`config.mk`:
```
export PLATFORM = sky130hd
export DESIGN_NAME = univ_shift_reg
export DESIGN_NICKNAME = d
export VERILOG_FILES = /design/src/rtl/univ_reg_pkg.sv /design/src/rtl/reg_bit_cell.sv /design/src/rtl/univ_shift_reg.sv
export SDC_FILE = /design/constraint.sdc
export NUM_CORES = 1
export LEC_CHECK = 0
export ABC_CLOCK_PERIOD_IN_PS = 1900
export CORE_MARGIN = 2
export CORE_UTILIZATION = 40
export CTS_CLUSTER_SIZE = 8
export DETAILED_ROUTE_END_ITERATION = 8
export PLACE_DENSITY = 0.7
export SLEW_MARGIN = 0
export SYNTH_ARGS = -nofsm -noshare
export SYNTH_HDL_FRONTEND = slang
export SYNTH_SLANG_ARGS = --single-unit
```
`constraint.sdc`:
```
create_clock -name clk -period 1.9 [get_ports clk]
set_input_delay 0.38 -clock clk [delete_from_list [all_inputs] [get_ports clk]]
set_output_delay 0.38 -clock clk [all_outputs]
set_load 0.02 [all_outputs]
```
`src/rtl/univ_reg_pkg.sv`:
```
// rtl/univ_reg_pkg.sv - mode codes, FSM states and mode helper shared by univ_shift_reg
package univ_reg_pkg;

  localparam logic [2:0] MODE_HOLD = 3'b000;
  localparam logic [2:0] MODE_LOAD = 3'b001;
  localparam logic [2:0] MODE_SHL  = 3'b010;
  localparam logic [2:0] MODE_SHR  = 3'b011;
  localparam logic [2:0] MODE_ROL  = 3'b100;
  localparam logic [2:0] MODE_ROR  = 3'b101;

  typedef enum logic [1:0] {
    ST_IDLE  = 2'd0,
    ST_SHIFT = 2'd1,
    ST_DONE  = 2'd2
  } state_t;

  function automatic logic is_shift_mode(input logic [2:0] m);
    return (m == MODE_SHL) || (m == MODE_SHR) || (m == MODE_ROL) || (m == MODE_ROR);
  endfunction

endpackage

```
`src/rtl/reg_bit_cell.sv`:
```
// rtl/reg_bit_cell.sv - one register bit holding q and its complement qb, async active-high reset
module reg_bit_cell #(
  parameter logic RST_BIT = 1'b0
) (
  input  logic clk,
  input  logic rst,
  input  logic d_next,
  output logic q,
  output logic qb
);

  // qb is its own flop fed from the same next-value, so it never lags q
  always_ff @(posedge clk or posedge rst) begin
    if (rst) begin
      q  <= RST_BIT;
      qb <= ~RST_BIT;
    end else begin
      q  <= d_next;
      qb <= ~d_next;
    end
  end

endmodule

```
`src/rtl/univ_shift_reg.sv`:
```
// rtl/univ_shift_reg.sv - universal shift register with burst shift engine and busy/done handshake
// Optional parity output enabled by UNIV_SHIFT_REG_PARITY_EN.
module univ_shift_reg #(
  parameter int               WIDTH   = 8,
  parameter logic [WIDTH-1:0] RST_VAL = '0,
  parameter int               MAX_AMT = 15,
  localparam int              AW      = $clog2(MAX_AMT + 1)
) (
  input  logic             clk,
  input  logic             rst,
  input  logic [2:0]       mode,
  input  logic [WIDTH-1:0] d,
  input  logic             sin_l,
  input  logic             sin_r,
  input  logic             start,
  input  logic [AW-1:0]    amt,
  output logic [WIDTH-1:0] q,
  output logic [WIDTH-1:0] qb,
  output logic             busy,
  output logic             done
`ifdef UNIV_SHIFT_REG_PARITY_EN
  ,
  output logic             par
`endif
);
  import univ_reg_pkg::*;

  state_t           state;
  logic [AW-1:0]    cnt;
  logic [2:0]       lat_mode;
  logic [2:0]       op_mode;
  logic [WIDTH-1:0] q_next;
  logic             zero_burst;

  assign zero_burst = (state == ST_IDLE) && start && is_shift_mode(mode) && (amt == '0);

  always_comb begin
    op_mode = (state == ST_SHIFT) ? lat_mode : mode;
    q_next  = q;
    case (op_mode)
      MODE_LOAD: q_next = d;
      MODE_SHL:  q_next = {q[WIDTH-2:0], sin_r};
      MODE_SHR:  q_next = {sin_l, q[WIDTH-1:1]};
      MODE_ROL:  q_next = {q[WIDTH-2:0], q[WIDTH-1]};
      MODE_ROR:  q_next = {q[0], q[WIDTH-1:1]};
      default:   q_next = q;
    endcase
    if ((state == ST_DONE) || zero_burst)
      q_next = q;
  end

  for (genvar i = 0; i < WIDTH; i++) begin : g_bit
    reg_bit_cell #(.RST_BIT(RST_VAL[i])) u_cell (
      .clk    (clk),
      .rst    (rst),
      .d_next (q_next[i]),
      .q      (q[i]),
      .qb     (qb[i])
    );
  end

`ifdef UNIV_SHIFT_REG_PARITY_EN
  always_ff @(posedge clk or posedge rst) begin
    if (rst) par <= ^RST_VAL;
    else     par <= ^q_next;
  end
`endif

  // The accepting edge already performs shift #1, so cnt holds the shifts still to go
  always_ff @(posedge clk or posedge rst) begin
    if (rst) begin
      state    <= ST_IDLE;
      cnt      <= '0;
      lat_mode <= MODE_HOLD;
      busy     <= 1'b0;
      done     <= 1'b0;
    end else begin
      case (state)
        ST_IDLE: begin
          busy <= 1'b0;
          done <= 1'b0;
          if (start && is_shift_mode(mode)) begin
            lat_mode <= mode;
            if (amt <= AW'(1)) begin
              state <= ST_DONE;
              cnt   <= '0;
              done  <= 1'b1;
            end else begin
              state <= ST_SHIFT;
              cnt   <= amt - AW'(1);
              busy  <= 1'b1;
            end
          end
        end
        ST_SHIFT: begin
          if (cnt == AW'(1)) begin
            state <= ST_DONE;
            cnt   <= '0;
            busy  <= 1'b0;
            done  <= 1'b1;
          end else begin
            cnt <= cnt - AW'(1);
          end
        end
        ST_DONE: begin
          state <= ST_IDLE;
          done  <= 1'b0;
          busy  <= 1'b0;
        end
        default: begin
          state <= ST_IDLE;
          cnt   <= '0;
          busy  <= 1'b0;
          done  <= 1'b0;
        end
      endcase
    end
  end

endmodule
```
==> report_table.html, run 1 <==
<table>
<tr><th>Metric</th><th>Value</th></tr>
<tr><th colspan="2">STA</th></tr>
<tr><td>Max transition margin</td><td>between 70% and 80%</td></tr>
<tr><td>Final Hold Fails</td><td>0</td></tr>
<tr><td>Final min period</td><td>approximately 2 ns</td></tr>
<tr><td>Tightest hold margin</td><td>between 0.4 and 0.5 ns</td></tr>
<tr><td>Final Cycle Share</td><td>104%</td></tr>
<tr><td>Highest attainable clock frequency</td><td>around 0.51 GHz</td></tr>
<tr><td>Final setup vio count</td><td>12</td></tr>
<tr><td>Worst Max-Slew Pin Slew</td><td>around 0.40 ns</td></tr>
<tr><td>Crit path setup slack, layout</td><td>-0.0673 ns</td></tr>
<tr><td>Pins over their slew limit</td><td>0</td></tr>
<tr><td>Setup repair after global routing missed its margin</td><td>yes</td></tr>
<tr><td>Clock tree skew after final layout</td><td>approximately 0.0033 ns</td></tr>
<tr><th colspan="2">Run status</th></tr>
<tr><td>Violations in the final reports</td><td>setup timing</td></tr>
<tr><td>Outcome</td><td>finished with violations</td></tr>
<tr><th colspan="2">Clock tree</th></tr>
<tr><td>TritonCTS buffer count</td><td>3</td></tr>
<tr><td>Clock tree from TritonCTS</td><td>done</td></tr>
<tr><td>Clk sinks</td><td>27</td></tr>
<tr><td>Latest clock arrival within the worst-skew pair</td><td>0.29 ns</td></tr>
<tr><td>Total number of H-tree levels</td><td>1</td></tr>
<tr><td>Clock transition at the registers of the reported paths</td><td>roughly 0.10 ns</td></tr>
<tr><td>CTS hold repair buffers</td><td>0</td></tr>
<tr><td>Buffer type at the clock tree root</td><td>clkbuf_8</td></tr>
<tr><td>Maximum clock path buffer count</td><td>2</td></tr>
<tr><th colspan="2">Cells and area</th></tr>
<tr><td>Highest-count cells in the layout ignoring fill and taps</td><td>34 x clkdlybuf4s50_1, 31 x buf_4, 18 x dfrtp_1</td></tr>
<tr><td>Post-layout nets</td><td>244</td></tr>
<tr><td>Area overhead of the layout relative to synthesis</td><td>45.7%</td></tr>
<tr><td>Final Util</td><td>between 60% and 70%</td></tr>
<tr><td>Layout cell share with drive strength beyond 1</td><td>roughly 40%</td></tr>
<tr><td>Cell area after layout</td><td>between 0.002 and 0.0025 mm^2</td></tr>
<tr><td>Number of antenna cells inserted</td><td>0</td></tr>
<tr><td>Most common cell after layout, fill and taps aside</td><td>clkdlybuf4s50_1</td></tr>
<tr><th colspan="2">Pwr</th></tr>
<tr><td>Total power per unit cell area</td><td>1610 mW/mm^2</td></tr>
<tr><td>Reg power frac</td><td>24.9%</td></tr>
<tr><td>Reported net switching power</td><td>1.59 mW</td></tr>
<tr><td>Maximum resistive drop on vdd</td><td>687 uV</td></tr>
<tr><td>Relative contribution of combinational cells to total power</td><td>around 67%</td></tr>
<tr><td>Leak Pwr</td><td>1.11 nW</td></tr>
<tr><td>Pint</td><td>between 2 and 2.5 mW</td></tr>
<tr><td>Total power</td><td>~4.0 mW</td></tr>
<tr><td>Proportion of power drawn by the clock network</td><td>roughly 8.6%</td></tr>
<tr><td>Switching part of the total</td><td>39.6%</td></tr>
<tr><th colspan="2">Global routing</th></tr>
<tr><td>Routing layer with the top usage in global route</td><td>met2</td></tr>
<tr><td>Met1 capacity usage during global routing</td><td>roughly a quarter</td></tr>
<tr><td>Global-route usage over all layers</td><td>between 10% and 20%</td></tr>
<tr><td>Largest net degree at the start of global routing</td><td>28</td></tr>
<tr><td>Total global routing overflow</td><td>0</td></tr>
<tr><td>Wire length of the first global-routing pass</td><td>roughly 7300 um</td></tr>
<tr><td>Vias in the first global route</td><td>approximately 1.5k</td></tr>
<tr><td>Met2 GRT Util</td><td>a little under a third</td></tr>
<tr><td>Met3 capacity usage during global routing</td><td>2.03%</td></tr>
<tr><td>Initial antenna violation count</td><td>0</td></tr>
<tr><th colspan="2">Routing</th></tr>
<tr><td>Routed wirelength normalized by instance count</td><td>16.4 um</td></tr>
<tr><td>Antenna viol nets, final</td><td>0</td></tr>
<tr><td>Count of vias placed by the detailed router</td><td>between 1k and 1.5k</td></tr>
<tr><td>DR vias/cell</td><td>~5.4</td></tr>
<tr><td>First-pass iteration count of the detailed router</td><td>6</td></tr>
<tr><td>Drt drc</td><td>0</td></tr>
<tr><td>Violation count after the first detailed-routing iteration</td><td>67</td></tr>
<tr><td>Sum of routed wire length over all layers</td><td>4410 um</td></tr>
<tr><th colspan="2">Placement</th></tr>
<tr><td>Dpl ws</td><td>-0.583 ns</td></tr>
<tr><td>Post-DP Area</td><td>roughly 0.0023 mm^2</td></tr>
<tr><td>Port buffer count</td><td>37</td></tr>
<tr><td>Routability congestion estimate from global placement</td><td>between 0.8 and 0.9</td></tr>
<tr><td>Post-DP HPWL</td><td>3080 um</td></tr>
<tr><th colspan="2">Synth</th></tr>
<tr><td>Number of storage elements in the synthesis netlist</td><td>27</td></tr>
<tr><td>Syn avg cell area</td><td>10.9 um^2</td></tr>
<tr><td>Post-synthesis share of cell area spent on xor and xnor gates</td><td>1.97%</td></tr>
<tr><td>Number of warnings issued by yosys</td><td>0</td></tr>
<tr><td>Share of synthesized flip-flops with an asynchronous set or reset</td><td>100%</td></tr>
<tr><td>Simple-gate area share of the yosys netlist</td><td>12.8%</td></tr>
<tr><td>Largest family of logic cells by synthesized area</td><td>multiplexers</td></tr>
<tr><td>Flip-flop cell with the highest count after synthesis</td><td>dfrtp_1</td></tr>
<tr><td>Cell area after synthesis</td><td>~0.0017 mm^2</td></tr>
<tr><td>Number of enable flip-flop cells after synthesis</td><td>0</td></tr>
<tr><td>Instance count of the mapped netlist</td><td>about 160</td></tr>
<tr><td>Unique masters post-synth</td><td>slightly above 40</td></tr>
<tr><td>Compound-cell area share of the yosys netlist</td><td>around an eighth</td></tr>
<tr><td>Multiplexer area fraction after synthesis</td><td>16.8%</td></tr>
<tr><td>Synthesized net count</td><td>182</td></tr>
<tr><td>Sequential fraction of the synthesis area</td><td>between 30% and 40%</td></tr>
<tr><td>Adder-cell area share of the yosys netlist</td><td>under 10%</td></tr>
<tr><th colspan="2">Floorplanning</th></tr>
<tr><td>Starting utilization of the core area</td><td>42.3%</td></tr>
<tr><td>Std-Cell Core Area</td><td>0.00406 mm^2</td></tr>
<tr><td>Chip height</td><td>a little under 70 um</td></tr>
<tr><td>Boundary pin count</td><td>38</td></tr>
<tr><td>Die Span X</td><td>slightly below 70 um</td></tr>
<tr><td>Placement Rows</td><td>23</td></tr>
<tr><td>Die Outline Area</td><td>between 0.004 and 0.005 mm^2</td></tr>
<tr><th colspan="2">Hold path</th></tr>
<tr><td>Hold WC Path Type</td><td>input port to asynchronous set/reset pin</td></tr>
<tr><th colspan="2">Setup path</th></tr>
<tr><td>Type of element launching the critical path</td><td>flop</td></tr>
<tr><td>Highest fanout seen on the critical path</td><td>5</td></tr>
<tr><td>Required time at the endpoint of the critical path</td><td>between 2 and 2.5 ns</td></tr>
<tr><td>Critical Setup Path Class</td><td>flop to flop</td></tr>
<tr><td>WP data arrival</td><td>around 2.2 ns</td></tr>
<tr><td>Capturing element type of the critical path</td><td>flop</td></tr>
<tr><th colspan="2">Run</th></tr>
<tr><td>Max-capacitance violation count</td><td>0</td></tr>
</table>
cell type report:
class	instances	area, um^2
fill	314	1560
timing repair buffer	75	678
clock buffer	3	41.3
inverter	12	45.0
tap	50	62.6
clock inverter	1	5.00
sequential	27	687
multi-input combinational	100	980
cell usage after synthesis, types with 6 or more instances:
| master | number | area share [%] |
|---|---|---|
| dfstp_2 | 8 | 12 |
| inv_1 | 12 | 2.6 |
| buf_4 | 17 | 7.4 |
| mux2i_1 | 12 | 7.0 |
| dfrtp_1 | 19 | 28 |
| o21ai_0 | 8 | 2.3 |
| nor2_1 | 6 | 1.3 |
| mux2_2 | 11 | 7.2 |
| nor3_1 | 6 | 1.8 |
final timing paths:
check | start | end | slack [ns] | depth (start not counted)
max | state[1] | flop | -0.07 | 5
max reg2reg | state[1] | flop | -0.07 | 5
min | rst | cnt[1] | 0.45 | 3
max in group asynchronous | rst | g_bit[3].u_cell.qb | 1.15 | 3
min in group clk | busy | busy | 0.50 | 2
min reg2reg | busy | busy | 0.50 | 2
worst max-delay path: stages (launching register included):
cell	delay, ns
dfrtp_1	0.42
nand2b_4	0.20
mux2i_4	0.33
mux2_4	0.33
a221o_1	0.32
mux2_2	0.27
cells by family after synthesis:
family / Yosys count
muxes: 26
AOI/OAI and AO/OA: 29
xor gates and xnor gates: 3
adders and majority gates: 5
and+or+nand+nor: 36
buffers and inverters: 31
DFF: 27
layer usage:
metal | up-vias | routed length [um]
met2 | 40 | 2240
met4 | 0 | 96
met3 | 13 | 124
li1 | 682 | -
met1 | 706 | 1950
met5 | - | 0
stage by stage:
stage          cells  setup TNS [ns]
6_report         268          -0.306
5_1_grt          268           -1.56
4_1_cts          266          -0.256
3_5_place_dp     258          -10.56
3_3_place_gp     258           -9.36
2_1_floorplan    157          -0.754
power by group through the flow:
stage               sequential, mW  clock (mW)  combinational (mW)
finish                        1.00       0.346                2.67
global route                  1.02       0.376                2.87
CTS                          0.994       0.345                2.51
detailed placement            1.00           0                2.22
global placement             0.988           0                2.15
floorplan                    0.962           0                1.58
timing repair:
item / 4_1_cts / 5_1_grt
buffers inserted: 3 / 2
gates cloned: 1 / 0
pin swaps: 2 / 1
gates resized for setup: 19 / 12
endpoints found under the setup margin: 19 / 17
Note: power is estimated with default switching activity, not from simulation.
==> inputs of run 2 (changes only) <==
Settings changed: CORE_MARGIN 2 to default.
==> run 2 against run 1 <==
  * The flow still finishes with violations (setup timing)
  * Wire length down 2.5%
  * Worst setup slack better by 0.017 ns
  * Utilization down 0.46 points
  * Worst hold slack better by 0.012 ns
  * Sequential power about the same
  * Fmax rose by 0.89%
  * Final cell count rose by 0.37%
  * Count of clock-buffer cells in the layout unchanged
  * First-iteration DRC count rose by 63%
  * Flip-flop and latch count is the same
  * Clock power down 5%
  * Clock skew grew 0.0056 ns
  * Critical path type is now input port to flop
  * Highest routed layer unchanged
==> report_table.html, run 2 (synthesis results as in run 1) <==
<table>
<tr><th>Metric</th><th>Value</th></tr>
<tr><th colspan="2">Setup path</th></tr>
<tr><td>Capturing element type of the critical path</td><td>flop (unchanged)</td></tr>
<tr><td>Slowest Stage Delay on Critical Path</td><td>0.57 ns (was 0.42 ns)</td></tr>
<tr><td>Highest fanout seen on the critical path</td><td>6 (was 5)</td></tr>
<tr><td>Critical path buffer and inverter count</td><td>1 (was 0)</td></tr>
<tr><td>Master of the slowest instance on the critical path</td><td>or4b_4 (was dfrtp_1)</td></tr>
<tr><td>Cell-by-cell trace of the critical path</td><td>clkdlybuf4s50_1 -&gt; nand3_4 -&gt; or4b_4 -&gt; o221ai_4 -&gt; mux2_2 (was nand2b_4 -&gt; mux2i_4 -&gt; mux2_4 -&gt; a221o_1 -&gt; mux2_2)</td></tr>
<tr><td>WP data arrival</td><td>2.12 ns (was 2.15 ns)</td></tr>
<tr><td>Critical Setup Path Class</td><td>input port to flop (was flop to flop)</td></tr>
<tr><td>Required time at the endpoint of the critical path</td><td>2.07 ns (was 2.08 ns)</td></tr>
<tr><td>Type of element launching the critical path</td><td>input port (was flop)</td></tr>
<tr><td>Top Family by Delay on Critical Path</td><td>simple AND/OR/NAND/NOR gates (was multiplexers)</td></tr>
<tr><th colspan="2">STA</th></tr>
<tr><td>Final Cycle Share</td><td>103% (was 104%)</td></tr>
<tr><td>Worst Max-Slew Pin Slew</td><td>0.439 ns (was 0.399 ns)</td></tr>
<tr><td>Crit path setup slack, layout</td><td>-0.0499 ns (was -0.0673 ns)</td></tr>
<tr><td>Max transition margin</td><td>70.7% (was 73.4%)</td></tr>
<tr><td>Final Hold Fails</td><td>0 (unchanged)</td></tr>
<tr><td>Setup repair after global routing missed its margin</td><td>yes (unchanged)</td></tr>
<tr><td>Final min period</td><td>1.95 ns (was 1.97 ns)</td></tr>
<tr><td>Clock tree skew after final layout</td><td>0.00893 ns (was 0.00330 ns)</td></tr>
<tr><td>Pins over their slew limit</td><td>0 (unchanged)</td></tr>
<tr><td>Final setup vio count</td><td>10 (was 12)</td></tr>
<tr><td>Highest attainable clock frequency</td><td>0.513 GHz (was 0.508 GHz)</td></tr>
<tr><th colspan="2">Cells and area</th></tr>
<tr><td>Layout filler cell count</td><td>324 (was 314)</td></tr>
<tr><td>Post-layout nets</td><td>245 (was 244)</td></tr>
<tr><td>Area overhead of the layout relative to synthesis</td><td>44.6% (was 45.7%)</td></tr>
<tr><td>Final Util</td><td>61.1% (was 61.6%)</td></tr>
<tr><td>Highest-count cells in the layout ignoring fill and taps</td><td>35 x clkdlybuf4s50_1, 31 x buf_4, 18 x dfrtp_1 (was 34 x clkdlybuf4s50_1, 31 x buf_4, 18 x dfrtp_1)</td></tr>
<tr><td>Count of placed standard cells in the final layout, fillers left out</td><td>269 (was 268)</td></tr>
<tr><td>Most common cell after layout, fill and taps aside</td><td>clkdlybuf4s50_1 (unchanged)</td></tr>
<tr><td>Number of antenna cells inserted</td><td>0 (unchanged)</td></tr>
<tr><td>Layout cell share with drive strength beyond 1</td><td>38.8% (was 39.9%)</td></tr>
<tr><th colspan="2">Floorplanning</th></tr>
<tr><td>Chip height</td><td>67.5 um (was 69.5 um)</td></tr>
<tr><td>Die Outline Area</td><td>0.00455 mm^2 (was 0.00483 mm^2)</td></tr>
<tr><td>Boundary pin count</td><td>38 (unchanged)</td></tr>
<tr><td>Std-Cell Core Area</td><td>0.00406 mm^2 (unchanged)</td></tr>
<tr><td>Die Span X</td><td>67.5 um (was 69.5 um)</td></tr>
<tr><td>Placement Rows</td><td>23 (unchanged)</td></tr>
<tr><td>Starting utilization of the core area</td><td>42.3% (unchanged)</td></tr>
<tr><th colspan="2">Pwr</th></tr>
<tr><td>Pint</td><td>2.40 mW (was 2.43 mW)</td></tr>
<tr><td>Leak Pwr</td><td>1.11 nW (about the same)</td></tr>
<tr><td>Relative contribution of combinational cells to total power</td><td>66.7% (was 66.5%)</td></tr>
<tr><td>Proportion of power drawn by the clock network</td><td>8.3% (was 8.6%)</td></tr>
<tr><td>Total power</td><td>3.97 mW (was 4.02 mW)</td></tr>
<tr><td>Switching part of the total</td><td>39.5% (was 39.6%)</td></tr>
<tr><td>Maximum resistive drop on vdd</td><td>698 uV (was 687 uV)</td></tr>
<tr><td>Reg power frac</td><td>25.1% (was 24.9%)</td></tr>
<tr><td>Reported net switching power</td><td>1.57 mW (was 1.59 mW)</td></tr>
<tr><td>Total power per unit cell area</td><td>1600 mW/mm^2 (was 1610 mW/mm^2)</td></tr>
<tr><th colspan="2">Clock tree</th></tr>
<tr><td>Buffer type at the clock tree root</td><td>clkbuf_8 (unchanged)</td></tr>
<tr><td>Maximum clock path buffer count</td><td>2 (unchanged)</td></tr>
<tr><td>Total number of H-tree levels</td><td>1 (unchanged)</td></tr>
<tr><td>Clock transition at the registers of the reported paths</td><td>0.10 ns (about the same)</td></tr>
<tr><td>Clock tree from TritonCTS</td><td>done (unchanged)</td></tr>
<tr><td>TritonCTS buffer count</td><td>3 (unchanged)</td></tr>
<tr><td>Latest clock arrival within the worst-skew pair</td><td>0.28 ns (was 0.29 ns)</td></tr>
<tr><td>CTS hold repair buffers</td><td>0 (unchanged)</td></tr>
<tr><td>Clk sinks</td><td>27 (unchanged)</td></tr>
<tr><th colspan="2">Placement</th></tr>
<tr><td>Dpl cells</td><td>258 (unchanged)</td></tr>
<tr><td>Dpl ws</td><td>-0.612 ns (was -0.583 ns)</td></tr>
<tr><td>Post-DP HPWL</td><td>3060 um (was 3080 um)</td></tr>
<tr><td>Routability congestion estimate from global placement</td><td>0.931 (was 0.894)</td></tr>
<tr><td>Port buffer count</td><td>37 (unchanged)</td></tr>
<tr><th colspan="2">Run status</th></tr>
<tr><td>Violations in the final reports</td><td>setup timing (unchanged)</td></tr>
<tr><td>Outcome</td><td>finished with violations (unchanged)</td></tr>
<tr><th colspan="2">Hold path</th></tr>
<tr><td>Hold WC Path Type</td><td>input port to asynchronous set/reset pin (unchanged)</td></tr>
<tr><th colspan="2">Global routing</th></tr>
<tr><td>Vias in the first global route</td><td>1370 (was 1486)</td></tr>
<tr><td>Largest net degree at the start of global routing</td><td>28 (unchanged)</td></tr>
<tr><td>Total global routing overflow</td><td>0 (unchanged)</td></tr>
<tr><td>Global-route usage over all layers</td><td>19.7% (was 18.6%)</td></tr>
<tr><td>Initial antenna violation count</td><td>0 (unchanged)</td></tr>
<tr><td>Wire length of the first global-routing pass</td><td>6620 um (was 7330 um)</td></tr>
<tr><th colspan="2">Routing</th></tr>
<tr><td>Antenna viol nets, final</td><td>0 (unchanged)</td></tr>
<tr><td>Violation count after the first detailed-routing iteration</td><td>109 (was 67)</td></tr>
<tr><td>DR vias/cell</td><td>5.28 (was 5.38)</td></tr>
<tr><td>Sum of routed wire length over all layers</td><td>4300 um (was 4410 um)</td></tr>
<tr><td>First-pass iteration count of the detailed router</td><td>4 (was 6)</td></tr>
<tr><td>Routed wirelength normalized by instance count</td><td>16.0 um (was 16.4 um)</td></tr>
<tr><td>Drt drc</td><td>0 (unchanged)</td></tr>
<tr><td>Count of vias placed by the detailed router</td><td>1420 (was 1441)</td></tr>
<tr><th colspan="2">Run</th></tr>
<tr><td>Max-capacitance violation count</td><td>0 (unchanged)</td></tr>
</table>
[run 2: cell types whose count changed in the layout (fill, tap and decap cells not counted), sizes merged]
cell,before,now
clkdlybuf4s50,34,35
dlygate4sd2,3,2
buf,38,39
[run 2: path summary, 6_finish.rpt]
kind / from / to / slack (ns) / depth (start not counted)
min: rst / asynchronous set/reset pin / 0.46 / 3
min reg2reg: flop / g_bit[7].u_cell.qb / 0.49 / 1
max: start / flop / -0.05 / 5
min in group clk: flop / g_bit[7].u_cell.qb / 0.49 / 1
max reg2reg: state[1] / flop / -0.04 / 6
max in group asynchronous: rst / g_bit[5].u_cell.qb / 1.14 / 3
[run 2: metal layers]
metal / part of all wire [%] / routed length [um] / vias to the layer above / GRT usage [%]
met5: 0 / 0 / - / 0
met4: 1.9 / 81 / 0 / 7.98
met3: 3.2 / 138 / 8 / 2.03
met2: 53 / 2270 / 29 / 31.7
met1: 42 / 1810 / 706 / 26.9
li1: - / - / 677 / -
[run 2: timing repair]
action	in CTS	in global routing
cloned	1	0
setup endpoints to repair	17	16
buffers inserted	4	2
pin swaps	2	2
resized for setup	15	9
[run 2: final cells by class]
| type | count | area (um^2) | area share (%) |
|---|---|---|---|
| clock buffers | 3 | 41.3 | 1.66 |
| clock inverters | 1 | 5.00 | 0.202 |
| inverters | 12 | 45.0 | 1.82 |
| multi-input cells | 100 | 948 | 38.2 |
| flip-flops and latches | 27 | 687 | 27.7 |
| well taps | 50 | 62.6 | 2.52 |
| repair buffers | 76 | 691 | 27.9 |
[run 2: power groups by stage]
stage | clock (mW) | sequential, mW | combinational, mW
2_1_floorplan | 0 | 0.962 | 1.58
3_3_place_gp | 0 | 0.989 | 2.15
3_5_place_dp | 0 | 0.999 | 2.22
4_1_cts | 0.343 | 0.988 | 2.50
5_1_grt | 0.364 | 1.02 | 2.83
6_report | 0.328 | 0.994 | 2.65
[run 2: stage by stage]
step,TNS [ns],area [um^2],hold slack [ns]
2_1_floorplan,-0.754,1760,0.427
4_1_cts,-0.260,2430,0.477
3_3_place_gp,-9.14,2280,0.468
5_1_grt,-1.68,2480,0.493
6_report,-0.350,2480,0.460
3_5_place_dp,-10.27,2280,0.470
[run 2: tightest hold or removal path, stage by stage]
cell	delay, ns
clkdlybuf4s50_1	0.40
inv_1	0.05
buf_4	0.32
